==> src/rtl/control_frecuencia_pkg.sv <==
// Shared constants, state encoding and step-to-code table for the frequency sequencer.
`timescale 1ns/1ps
package control_frecuencia_pkg;

  localparam int unsigned DIV_W_DEF  = 11;
  localparam int unsigned CODE_W_DEF = 8;
  localparam int unsigned STEP_W     = 3;
  localparam int unsigned STEP_MAX   = 7;
  localparam int unsigned DIV_RESET  = 1667;
  localparam int unsigned DIV_MIN    = 2;

  typedef enum logic [1:0] {
    ST_IDLE = 2'd0,
    ST_LOAD = 2'd1,
    ST_RUN  = 2'd2
  } state_e;

  // Frequency code presented to memoria_div for each step index.
  function automatic logic [7:0] step_to_code(input logic [STEP_W-1:0] s);
    logic [7:0] code;
    case (s)
      3'd0:    code = 8'd30;
      3'd1:    code = 8'd50;
      3'd2:    code = 8'd75;
      3'd3:    code = 8'd100;
      3'd4:    code = 8'd125;
      3'd5:    code = 8'd150;
      3'd6:    code = 8'd175;
      default: code = 8'd200;
    endcase
    return code;
  endfunction

endpackage

==> src/rtl/control_frecuencia_if.sv <==
// Button/enable inputs, lookup handshake and generator outputs of control_frecuencia.
`timescale 1ns/1ps
interface control_frecuencia_if
  import control_frecuencia_pkg::*;
#(
  parameter int unsigned DIV_W  = DIV_W_DEF,
  parameter int unsigned CODE_W = CODE_W_DEF
);
  logic              btn_up;
  logic              btn_down;
  logic              enable;
  logic [DIV_W-1:0]  numdiv;
  logic [CODE_W-1:0] num;
  logic [STEP_W-1:0] step;
  logic              sq_out;
  logic              tick;
  logic              busy;

  modport master (
    output btn_up, btn_down, enable, numdiv,
    input  num, step, sq_out, tick, busy
  );

  modport slave (
    input  btn_up, btn_down, enable, numdiv,
    output num, step, sq_out, tick, busy
  );
endinterface

==> src/rtl/control_frecuencia_detector_flanco.sv <==
// Rising-edge detector for a synchronous, debounced button level.
`timescale 1ns/1ps
module control_frecuencia_detector_flanco (
  input  logic clock,
  input  logic reset,
  input  logic sig_i,
  output logic rise_c_o
);
  logic prev_q;

  always_ff @(posedge clock or negedge reset) begin
    if (!reset) prev_q <= 1'b0;
    else        prev_q <= sig_i;
  end

  assign rise_c_o = sig_i & ~prev_q;
endmodule

==> src/rtl/control_frecuencia.sv <==
// Step sequencer driving memoria_div plus a glitch-free divided square-wave generator.
`timescale 1ns/1ps
module control_frecuencia
  import control_frecuencia_pkg::*;
#(
  parameter int unsigned DIV_W  = DIV_W_DEF,
  parameter int unsigned CODE_W = CODE_W_DEF
) (
  input  logic                 clock,
  input  logic                 reset,
  control_frecuencia_if.slave  bus
);

  state_e            state_q, state_d;
  logic [STEP_W-1:0] step_q, step_d;
  logic [CODE_W-1:0] num_q, num_d;
  logic [DIV_W-1:0]  div_q, div_d;
  logic [DIV_W-1:0]  cnt_q, cnt_d;
  logic              sq_q, sq_d;
  logic              tick_q, tick_d;
  logic              chg_q, chg_d;
  logic              pend_q, pend_d;
  logic              busy_q, busy_d;

  logic              up_c, dn_c;
  logic              term_c;
  logic [DIV_W-1:0]  div_new_c;

  control_frecuencia_detector_flanco u_det_up (
    .clock    (clock),
    .reset    (reset),
    .sig_i    (bus.btn_up),
    .rise_c_o (up_c)
  );

  control_frecuencia_detector_flanco u_det_dn (
    .clock    (clock),
    .reset    (reset),
    .sig_i    (bus.btn_down),
    .rise_c_o (dn_c)
  );

  assign term_c    = (cnt_q == div_q - DIV_W'(1));
  assign div_new_c = (bus.numdiv < DIV_W'(DIV_MIN)) ? DIV_W'(DIV_MIN) : bus.numdiv;

  // Step sequencing; simultaneous edges cancel, saturated presses are ignored.
  always_comb begin
    step_d = step_q;
    chg_d  = 1'b0;
    if (up_c && !dn_c && (step_q != STEP_W'(STEP_MAX))) begin
      step_d = step_q + STEP_W'(1);
      chg_d  = 1'b1;
    end else if (dn_c && !up_c && (step_q != STEP_W'(0))) begin
      step_d = step_q - STEP_W'(1);
      chg_d  = 1'b1;
    end
    num_d = CODE_W'(step_to_code(step_d));
  end

  always_comb begin
    state_d = state_q;
    div_d   = div_q;
    cnt_d   = cnt_q;
    sq_d    = sq_q;
    tick_d  = 1'b0;
    pend_d  = pend_q;
    case (state_q)
      ST_IDLE: begin
        cnt_d = '0;
        sq_d  = 1'b0;
        if (bus.enable) state_d = ST_LOAD;
      end
      ST_LOAD: begin
        div_d   = div_new_c;
        cnt_d   = '0;
        pend_d  = 1'b0;
        state_d = ST_RUN;
      end
      ST_RUN: begin
        if (term_c) begin
          cnt_d  = '0;
          sq_d   = ~sq_q;
          tick_d = 1'b1;
          // Divisor only swaps at a half-period boundary so no period is truncated.
          if (pend_q) begin
            div_d  = div_new_c;
            pend_d = 1'b0;
          end
        end else begin
          cnt_d = cnt_q + DIV_W'(1);
        end
      end
      default: state_d = ST_IDLE;
    endcase
    if (!bus.enable) begin
      state_d = ST_IDLE;
      div_d   = div_q;
      cnt_d   = '0;
      sq_d    = 1'b0;
      tick_d  = 1'b0;
      pend_d  = pend_q;
    end
    // Lookup output is valid one edge after the step change; re-arm wins over clear.
    if (chg_q) pend_d = 1'b1;
    busy_d = pend_d | (state_d == ST_LOAD);
  end

  always_ff @(posedge clock or negedge reset) begin
    if (!reset) begin
      state_q <= ST_IDLE;
      step_q  <= '0;
      num_q   <= CODE_W'(30);
      div_q   <= DIV_W'(DIV_RESET);
      cnt_q   <= '0;
      sq_q    <= 1'b0;
      tick_q  <= 1'b0;
      chg_q   <= 1'b0;
      pend_q  <= 1'b0;
      busy_q  <= 1'b0;
    end else begin
      state_q <= state_d;
      step_q  <= step_d;
      num_q   <= num_d;
      div_q   <= div_d;
      cnt_q   <= cnt_d;
      sq_q    <= sq_d;
      tick_q  <= tick_d;
      chg_q   <= chg_d;
      pend_q  <= pend_d;
      busy_q  <= busy_d;
    end
  end

  assign bus.num    = num_q;
  assign bus.step   = step_q;
  assign bus.sq_out = sq_q;
  assign bus.tick   = tick_q;
  assign bus.busy   = busy_q;

endmodule
==> src/flat_wrapper.sv <==
// flat-port wrapper written by rule: the top's interface ports become plain ports
module control_frecuencia_flat import control_frecuencia_pkg::*;
#(
  parameter int unsigned DIV_W  = DIV_W_DEF,
  parameter int unsigned CODE_W = CODE_W_DEF
)
  (clock, reset, bus_btn_up, bus_btn_down, bus_enable, bus_numdiv, bus_num, bus_step, bus_sq_out, bus_tick, bus_busy);
  control_frecuencia_if #(.DIV_W(DIV_W), .CODE_W(CODE_W)) bus_i ();
  input  logic clock;
  input  logic reset;
  input wire logic [$bits(bus_i.btn_up)-1:0] bus_btn_up;
  input wire logic [$bits(bus_i.btn_down)-1:0] bus_btn_down;
  input wire logic [$bits(bus_i.enable)-1:0] bus_enable;
  input wire logic [$bits(bus_i.numdiv)-1:0] bus_numdiv;
  output wire logic [$bits(bus_i.num)-1:0] bus_num;
  output wire logic [$bits(bus_i.step)-1:0] bus_step;
  output wire logic [$bits(bus_i.sq_out)-1:0] bus_sq_out;
  output wire logic [$bits(bus_i.tick)-1:0] bus_tick;
  output wire logic [$bits(bus_i.busy)-1:0] bus_busy;
  assign bus_i.btn_up = bus_btn_up;
  assign bus_i.btn_down = bus_btn_down;
  assign bus_i.enable = bus_enable;
  assign bus_i.numdiv = bus_numdiv;
  assign bus_num = bus_i.num;
  assign bus_step = bus_i.step;
  assign bus_sq_out = bus_i.sq_out;
  assign bus_tick = bus_i.tick;
  assign bus_busy = bus_i.busy;
  control_frecuencia #(.DIV_W(DIV_W), .CODE_W(CODE_W)) u_core (.clock(clock), .reset(reset), .bus(bus_i));
endmodule
==> config.mk <==
export PLATFORM = sky130hd
export DESIGN_NAME = control_frecuencia_flat
export DESIGN_NICKNAME = d
export VERILOG_FILES = /design/src/rtl/control_frecuencia_pkg.sv /design/src/rtl/control_frecuencia_if.sv /design/src/rtl/control_frecuencia_detector_flanco.sv /design/src/rtl/control_frecuencia.sv /design/src/flat_wrapper.sv
export SDC_FILE = /design/constraint.sdc
export NUM_CORES = 1
export LEC_CHECK = 0
export ABC_AREA = 1
export CAP_MARGIN = 25
export CORE_MARGIN = 8
export CORE_UTILIZATION = 30
export DETAILED_ROUTE_END_ITERATION = 12
export HOLD_SLACK_MARGIN = 0.02
export PLACE_DENSITY = 0.52
export SKIP_CTS_REPAIR_TIMING = 1
export SLEW_MARGIN = 10
export SYNTH_ARGS = -nofsm -noshare
export SYNTH_HDL_FRONTEND = slang
export SYNTH_SLANG_ARGS = --single-unit
==> constraint.sdc <==
create_clock -name clock -period 3.35 [get_ports clock]
set_input_delay 0.335 -clock clock [delete_from_list [all_inputs] [get_ports clock]]
set_output_delay 0.335 -clock clock [all_outputs]
set_load 0.01 [all_outputs]
* Word level (Yosys, flattened, before mapping)
Index checks and enable logic that the tools add are counted.
** Storage, ports and cells
- Word-level logic and storage cells :: 76
- Memory bits (read-only) :: 0
- Memories kept :: 0
- Input port bits :: 16
- RAM bits :: 0
- Output and inout port bits :: 14
- Register bits after elaboration :: 42
- Bits in latches :: 0
** Cells by class
- Order comparisons :: 1
- Shift-type cells :: 0
- Equality and inequality tests :: 16
- Mux-type cells :: 24
- Multipliers :: 0
- Bitwise logic cells :: 6
- Div/mod/pow operators :: 0
- Reductions and logical operators :: 13
- $add $sub $neg :: 4
** Operator list (number)
- $pmux 8 s7 :: 1
- $mux 11 :: 5
- $pmux 11 s2 :: 2
- $add 11x1->11 const B :: 1
- $eq 11x11->1 :: 1
- $lt 11x2->1 const B :: 1
- $sub 11x1->11 const B :: 1
- $mux 1 :: 10
- $eq 3x3->1 const B :: 3
- $eq 3x2->1 const B :: 2
- $mux 3 :: 2
- $ne 3x2->1 const B :: 2
- $pmux 2 s3 :: 1
- $eq 2x1->1 const B :: 2
- $logic_and 1x1->1 :: 4
- $ne 2x1->1 const B :: 2
- $pmux 1 s2 :: 2
- $reduce_and 4->1 :: 1
- $add 3x1->3 const B :: 1
- $eq 3x1->1 const B :: 1
- $logic_not 3->1 :: 1
- $ne 3x1->1 const B :: 1
- $ne 3x3->1 const B :: 1
- $not 1->1 :: 3
- other kinds (11) :: 13

* Depth between registers and ports, before layout
Gate-level depths: netlist of the first run.
- Word-level depth :: 9
- Gate-level depth with buffers :: 16
- Gate-level depth less buffers :: 16

* Cells and area by module
Synthesis of the first run repeated with hierarchy kept, for this count alone.
** Unflattened totals
- Cell total of the unflattened synthesis :: 308
- Area total of the unflattened synthesis :: 2429.8 um^2
** By module, submodules not included
- control_frecuencia :: area each 2359.8 um^2, cells an instance 302, times used 1
- control_frecuencia_detector_flanco :: area each 35.0 um^2, cells an instance 3, times used 2

* Worst setup path before layout of the first run
OpenSTA, ideal clock, no wires.
- Path type :: register to register
- From :: register u_core.div_q[0]
- To :: register u_core.div_q[4]
- Cell stages (with the launch flop) :: 14
- Arrival :: 1.923 ns
- Path slack :: 1.310 ns
- Clock period less this slack :: 2.040 ns
- Data required time :: 3.233 ns
- Path through :: dfstp_2 -> inv_1 -> ha_1 -> xor2_1 -> nand2_1 -> nor2_1 -> nand3_1 -> nor2_1 -> nand3_4 -> nand2_4 -> nand3_2 -> buf_6 -> nand2_1 -> nand2_1
** On the way
- Word-level cells in the longest chain between the ends :: 4
** Ends and longest elaborated chain
- start, declared :: line control_frecuencia.sv:17 : logic [DIV_W-1:0] div_q, div_d;
- start signal, assigned :: line control_frecuencia.sv:113 : div_q <= DIV_W'(DIV_RESET);
- start signal, assigned :: line control_frecuencia.sv:124 : div_q <= div_d;
- $sub 11x1->11 :: line control_frecuencia.sv:43 : assign term_c = (cnt_q == div_q - DIV_W'(1));
- $eq 11x11->1 :: line control_frecuencia.sv:43
- $ne 2x1->1 (no source line)
- $reduce_and 4->1 (no source line)
No other way between the ends.
A chain may end at the register's enable or synchronous reset.

* Worst setup path in the final report of the first run
- From :: register u_core.div_q[0]
- To :: register u_core.div_q[3]
Same word-level chain as after synthesis.

==> summary.txt, run 1 <==
Yosys
  – #FFs+latches synth: 42
  – Syn nets: roughly 340
  – Register area share after synthesis: between 40% and 50%
  – Share of the synthesized area in the top cell type: about a third
  – Netlist cell types: 28
  – Syn_area_per_cell: 7.74 sq um
  – Most frequent cell after synthesis: nand2_1
  – Post-Synthesis Cells: between 300 and 400
  – Main synth FF type: dfrtp_1
  – Commonest cells in the synthesized netlist: nand2_1 (97), inv_1 (40), dfrtp_1 (33), nor2_1 (27), nand3_1 (22)
  – Area leader, netlist: dfrtp_1
  – Number of flops mapped to enable cells by yosys: 0
  – Synth area leaders: dfrtp_1 (34%), nand2_1 (15%), dfstp_2 (9.6%), inv_1 (6.1%), ha_1 (5.1%)
  – Yosys Warn Count: 0
  – Post-synth design cell area: roughly 2500 sq um
  – Ys async rst share: 100%

Worst setup path
  – CP Max Fanout: 15
  – Critical Setup Path Class: reg -> reg
  – CP arrival: ~2.6 ns
  – Critical Path Start Type: flip-flop
  – RR Startpoint: u_core.div_q[0]
  – Worst reg2reg path depth: 14
  – CP endpoint kind: flip-flop
  – RR Endpoint: u_core.div_q[3]
  – R2R Setup Slk: 0.97 ns
  – CP required: ~3.5 ns

Drt
  – Drt via density: ~4.5
  – 1st-iter DRT viols: 54
  – Antenna Nets Post-Route: 0
  – Drc violations: 0
  – DR pass1 iterations: 4
  – Avg WL per Cell: between 10 and 15 microns
  – Post-Route WL: about 5800 microns
  – Total number of vias: 2,070

Final layout
  – Ant diodes: 0
  – Fraction of layout cells with a size suffix above 1: around a tenth
  – Area growth syn-to-layout: 21.1%
  – Count of nets after finishing: ~380
  – Non-filler instance count after layout: 456

CTS
  – H-tree Lvls: 2
  – TritonCTS clock tree: yes
  – Clock sink count: 42
  – Worst skew pair latency: roughly 0.29 ns
  – Worst-path clk slew: ~0.08 ns
  – Max Buffers Root-to-Sink: 2
  – CTS Buf Count: 5
  – Clock root buffer: clkbuf_8

Min path
  – Worst hold path type: in -> async

Placement
  – Gpl congestion: 0.822
  – Placed insts: 446
  – Port buffer count: 29
  – DP HPWL: about 4500 microns

Pwr
  – Part of the power in combinational logic: a little under half
  – Cell Int Power: roughly 1.3 mW
  – Overall Power: ~2.3 mW
  – Sw frac: between 40% and 50%
  – Clk pwr share: between 15 and 20%
  – Static Leak: ~1.4 nW
  – P_sw: around 0.95 mW
  – Pwr Density: 767 nW/um^2
  – Reg power frac: 36.5%
  – Maximum vdd drop: between 0.0004 and 0.0005 V

Floorplan
  – Die X: 107 microns
  – Row Count: 33
  – Die area: between 10,000 and 15,000 sq um
  – Ports: 30
  – Starting Density: between 30% and 40%
  – Die height: roughly 110 microns
  – Core box area: just over 8000 sq um

Timing
  – RSZ-0062 raised after global routing: false
  – Final count of pins violating max slew: 0
  – Rel. slew slack: between 60% and 70%
  – # setup viols final: 0
  – Period Utilization, post-route: between 70% and 80%
  – Worst slew pin tran: 0.504 ns
  – Setup TNS Final: 0 ns
  – FMAX: approximately 420 MHz
  – Endpoints failing hold: 0
  – Clock skew: a little over 0.007 ns
  – Min cycle time layout: approximately 2.4 ns

Status
  – Status: finished clean

Global route
  – Number of global-route vias before repair: ~2,100
  – First-pass GRT wire length: 10,100 microns
  – GRT Total Usage: between 10% and 20%
  – Pin count of the biggest net entering global routing: 43
  – Antenna violations before repair: 0
  – Grt ovf: 0

Flow run
  – Number of max-cap violations: 0
registers in the layout, summed over array words and instances, names as in the netlist:
signal                  cells
u_core.bus.tick             1
u_core.bus.busy             1
u_core.pend_q               1
u_core.bus.num              8
u_core.bus.sq_out           1
u_core.u_det_up.prev_q      1
u_core.div_q               11
u_core.chg_q                1
u_core.state_q              2
u_core.u_det_dn.prev_q      1
u_core.bus.step             3
u_core.cnt_q               11
through the flow:
step	worst slack [ns]	area, sq um	utilization, %	hold slack [ns]
floorplan	1.31	2460	-	0.0394
global placement	0.957	2840	35.1	0.436
detailed placement	0.931	2840	35.1	0.448
CTS	0.920	2950	36.4	0.216
global route	0.718	2980	36.8	0.420
finish	0.973	2980	36.8	0.409
per-layer routing:
metal | vias up | routed length (microns) | GRT usage, %
met5 | - | 0 | 0
met4 | 0 | 35 | 2.71
met3 | 5 | 266 | 2.90
met2 | 38 | 2680 | 17.8
met1 | 952 | 2780 | 13.7
li1 | 1075 | - | -
cells by family after synthesis:
kind of cell	count (synthesis)	synth area share, %
DFF	42	43.2
AOI/OAI and AO/OA	23	4.73
buffers and inverters	48	7.93
and+or+nand+nor	185	35.5
adders and majority gates	10	5.09
xor gates and xnor gates	10	3.56
layout make-up:
class | instances | area [sq um]
clock inverter | 3 | 40.0
inverter | 42 | 158
multi-input combinational | 228 | 1200
fill | 897 | 5110
sequential | 42 | 1060
tap | 105 | 131
clock buffer | 5 | 68.8
timing repair buffer | 31 | 315
power groups by stage:
stage | Clock [mW] | Combinational (mW) | Sequential [mW]
floorplan | 0 | 0.703 | 0.844
global placement | 0 | 1.04 | 0.844
detailed placement | 0 | 1.06 | 0.844
CTS | 0.408 | 1.06 | 0.836
global route | 0.427 | 1.21 | 0.856
finish | 0.394 | 1.06 | 0.832
worst max-delay path: stages, from the launching register on:
cell     delay [ns]
dfstp_2        0.54
inv_1          0.09
ha_1           0.28
inv_1          0.11
nor2_1         0.06
nand2_1        0.10
nand3_1        0.08
nand2_1        0.07
nand3_1        0.06
nor2_1         0.17
nand3_4        0.14
nand2_4        0.17
nand3_2        0.22
nand2_1        0.12
nand2_1        0.06
worst max-delay path by stage:
stage                    start         endpoint  slack, ns  cells past startpoint
4_1_cts        u_core.div_q[0]  u_core.div_q[3]       0.92                     14
5_1_grt        u_core.div_q[0]  u_core.div_q[3]       0.72                     14
6_report       u_core.div_q[0]  u_core.div_q[3]       0.97                     14
2_1_floorplan  u_core.div_q[0]  u_core.div_q[4]       1.31                     13
3_5_place_dp   u_core.div_q[0]  u_core.div_q[3]       0.93                     14
3_3_place_gp   u_core.div_q[0]  u_core.div_q[3]       0.96                     14
cell usage in the layout (no fill, tap or decap), drive strengths merged, types with 3 or more instances in the layout:
cell type,n
dfstp,9
nand3,27
clkinv,3
clkdlybuf4s50,28
xor2,7
ha,10
inv,41
xnor2,3
a21oi,11
dfrtp,33
o21ai,11
nand4,16
nand2,101
nor3,3
nor2,33
clkbuf,5
(Power assumes the default switching activity.)
==> run 2, diff against run 1 <==
- PLACE_DENSITY: 0.52 -> 0.54
- clock period: 3.35 -> 2 ns (I/O delays scaled with it)
==> summary.txt, run 2 (synthesis results as in run 1) <==
Status
  – Status: finished clean

Drt
  – Total number of vias: 2,205
  – Antenna Nets Post-Route: 0
  – DR pass1 iterations: 4
  – Drt via density: roughly 4.5
  – Drc violations: 0
  – Post-Route WL: around 6400 microns
  – Avg WL per Cell: 13.2 microns
  – 1st-iter DRT viols: 73

Timing
  – Final count of pins violating max slew: 0
  – Min cycle time layout: about 2.0 ns
  – RSZ-0062 raised after global routing: true
  – # setup viols final: 0
  – Rel. slew slack: 74.0%
  – Hold WS: ~0.35 ns
  – FMAX: approximately 510 MHz
  – Clock skew: between 0.01 and 0.015 ns
  – Endpoints failing hold: 0
  – Period Utilization, post-route: 98.7%
  – Worst slew pin tran: between 0.3 and 0.4 ns

Global route
  – Grt ovf: 0
  – GRT Total Usage: ~11%
  – Antenna violations before repair: 0
  – Number of global-route vias before repair: approximately 2,100
  – First-pass GRT wire length: around 10,000 microns
  – Pin count of the biggest net entering global routing: 28

Worst setup path
  – CP required: approximately 2.2 ns
  – RR Endpoint: u_core.cnt_q[1]
  – Critical Path Start Type: flip-flop
  – CP most frequent cell: nand3_4
  – R2R Setup Slk: 0.03 ns
  – CP endpoint kind: flip-flop
  – RR Startpoint: u_core.div_q[1]
  – Critical Setup Path Class: reg -> reg
  – Worst reg2reg path depth: 11
  – CP arrival: approximately 2.1 ns
  – CP Max Fanout: 5
  – CP peak stage delay: 0.55 ns
  – Cell at the slowest stage of the critical path: dfstp_2
  – Worst path cell trace: inv_2, ha_4, xor2_1, nand2_1, nor2_1, nand3_1, nor2_2, nand3_4, buf_4, nand3_4, o22ai_1

Placement
  – Placed Instance Area: 3020 sq um
  – Port buffer count: 29
  – Gpl congestion: around 0.84
  – DP HPWL: between 4000 and 5000 microns

Pwr
  – Pwr Density: 1290 nW/um^2
  – Static Leak: 1.53 nW
  – Maximum vdd drop: 0.000693 V

Final layout
  – Count of nets after finishing: slightly above 400
  – Commonest non-fill, non-tap cell in the layout: nand2_1
  – Fraction of layout cells with a size suffix above 1: between 20 and 25%
  – Most frequent cells in the layout: nand2_1 (94), inv_1 (33), dfrtp_1 (33), clkdlybuf4s50_1 (28), buf_4 (28)
  – Ant diodes: 0
  – Area growth syn-to-layout: 34.6%
  – Final instance area: around 3300 sq um

Floorplan
  – Die X: between 100 and 150 microns
  – Row Count: 33
  – Ports: 30
  – Starting Density: 30.4%
  – Core box area: a little over 8000 sq um
  – Die height: 107 microns
  – Die area: between 10,000 and 15,000 sq um

CTS
  – Max Buffers Root-to-Sink: 2
  – Clock sink count: 42
  – Clock root buffer: clkbuf_8
  – Worst-path clk slew: 0.08 ns
  – TritonCTS clock tree: yes
  – H-tree Lvls: 2
  – CTS Buf Count: 5
  – Worst skew pair latency: approximately 0.30 ns

Min path
  – Worst hold path type: in -> async

Flow run
  – Number of max-cap violations: 0
## run 2: changes by cell type in the layout (fill, tap and decap cells not counted), sizes merged
cell,change
clkbuf,+3
nand3,+2
buf,+28
clkinv,-1
bufinv,-1
## run 2: worst max-delay path by stage
stage | startpoint | end | depth (start not counted)
finish | u_core.div_q[1] | u_core.cnt_q[1] | 11
global route | u_core.div_q[1] | u_core.div_q[0] | 12
CTS | u_core.div_q[0] | u_core.div_q[3] | 12
detailed placement | u_core.div_q[0] | u_core.div_q[3] | 12
global placement | u_core.div_q[1] | u_core.div_q[8] | 12
floorplan | u_core.div_q[0] | u_core.div_q[4] | 13
## run 2: metal layers
layer	vias up	wire length (microns)	share of wire, %	GRT usage, %
met5	-	0	0	0
met4	0	60	0.94	3.02
met3	6	234	3.7	2.54
met2	39	3020	47	17.5
met1	1012	3090	48	14.8
li1	1148	-	-	-
## run 2: layout make-up
| cell class | instances | area [sq um] |
|---|---|---|
| Clock buffer | 7 | 86.3 |
| Tap cell | 105 | 131 |
| Sequential cell | 42 | 1060 |
| Multi-Input combinational cell | 230 | 1320 |
| Inverter | 42 | 158 |
| Fill cell | 854 | 4780 |
| Clock inverter | 1 | 5.00 |
| Timing Repair Buffer | 60 | 551 |
## run 2: worst max-delay path, delay by kind of cell (launching register included)
family,cells,cell delay (ns)
AND/OR/NAND/NOR,6,0.61
flip-flops,1,0.55
adder cells (fa/ha/maj),1,0.25
buffers and inverters,2,0.24
XOR/XNOR,1,0.12
AO/OA/AOI/OAI,1,0.09
## run 2: through the flow
| step | instances | TNS (ns) | utilization (%) | power, mW | worst slack (ns) |
|---|---|---|---|---|---|
| after global routing | 487 | -1.86 | 40.9 | 4.66 | -0.122 |
| after CTS | 476 | -2.44 | 38.4 | 4.04 | -0.141 |
| after global placement | 468 | -1.34 | 37.3 | 3.42 | -0.0761 |
| after floorplan | 318 | 0 | - | 2.60 | 0.00165 |
| after detailed placement | 468 | -2.10 | 37.3 | 3.46 | -0.120 |
| final | 487 | 0 | 40.9 | 4.29 | 0.0266 |
## run 2: where the power goes
group	internal [mW]	switching [mW]	total (mW)
logic	1.08	1.26	2.34
registers	1.17	0.213	1.38
clock network	0.279	0.283	0.562
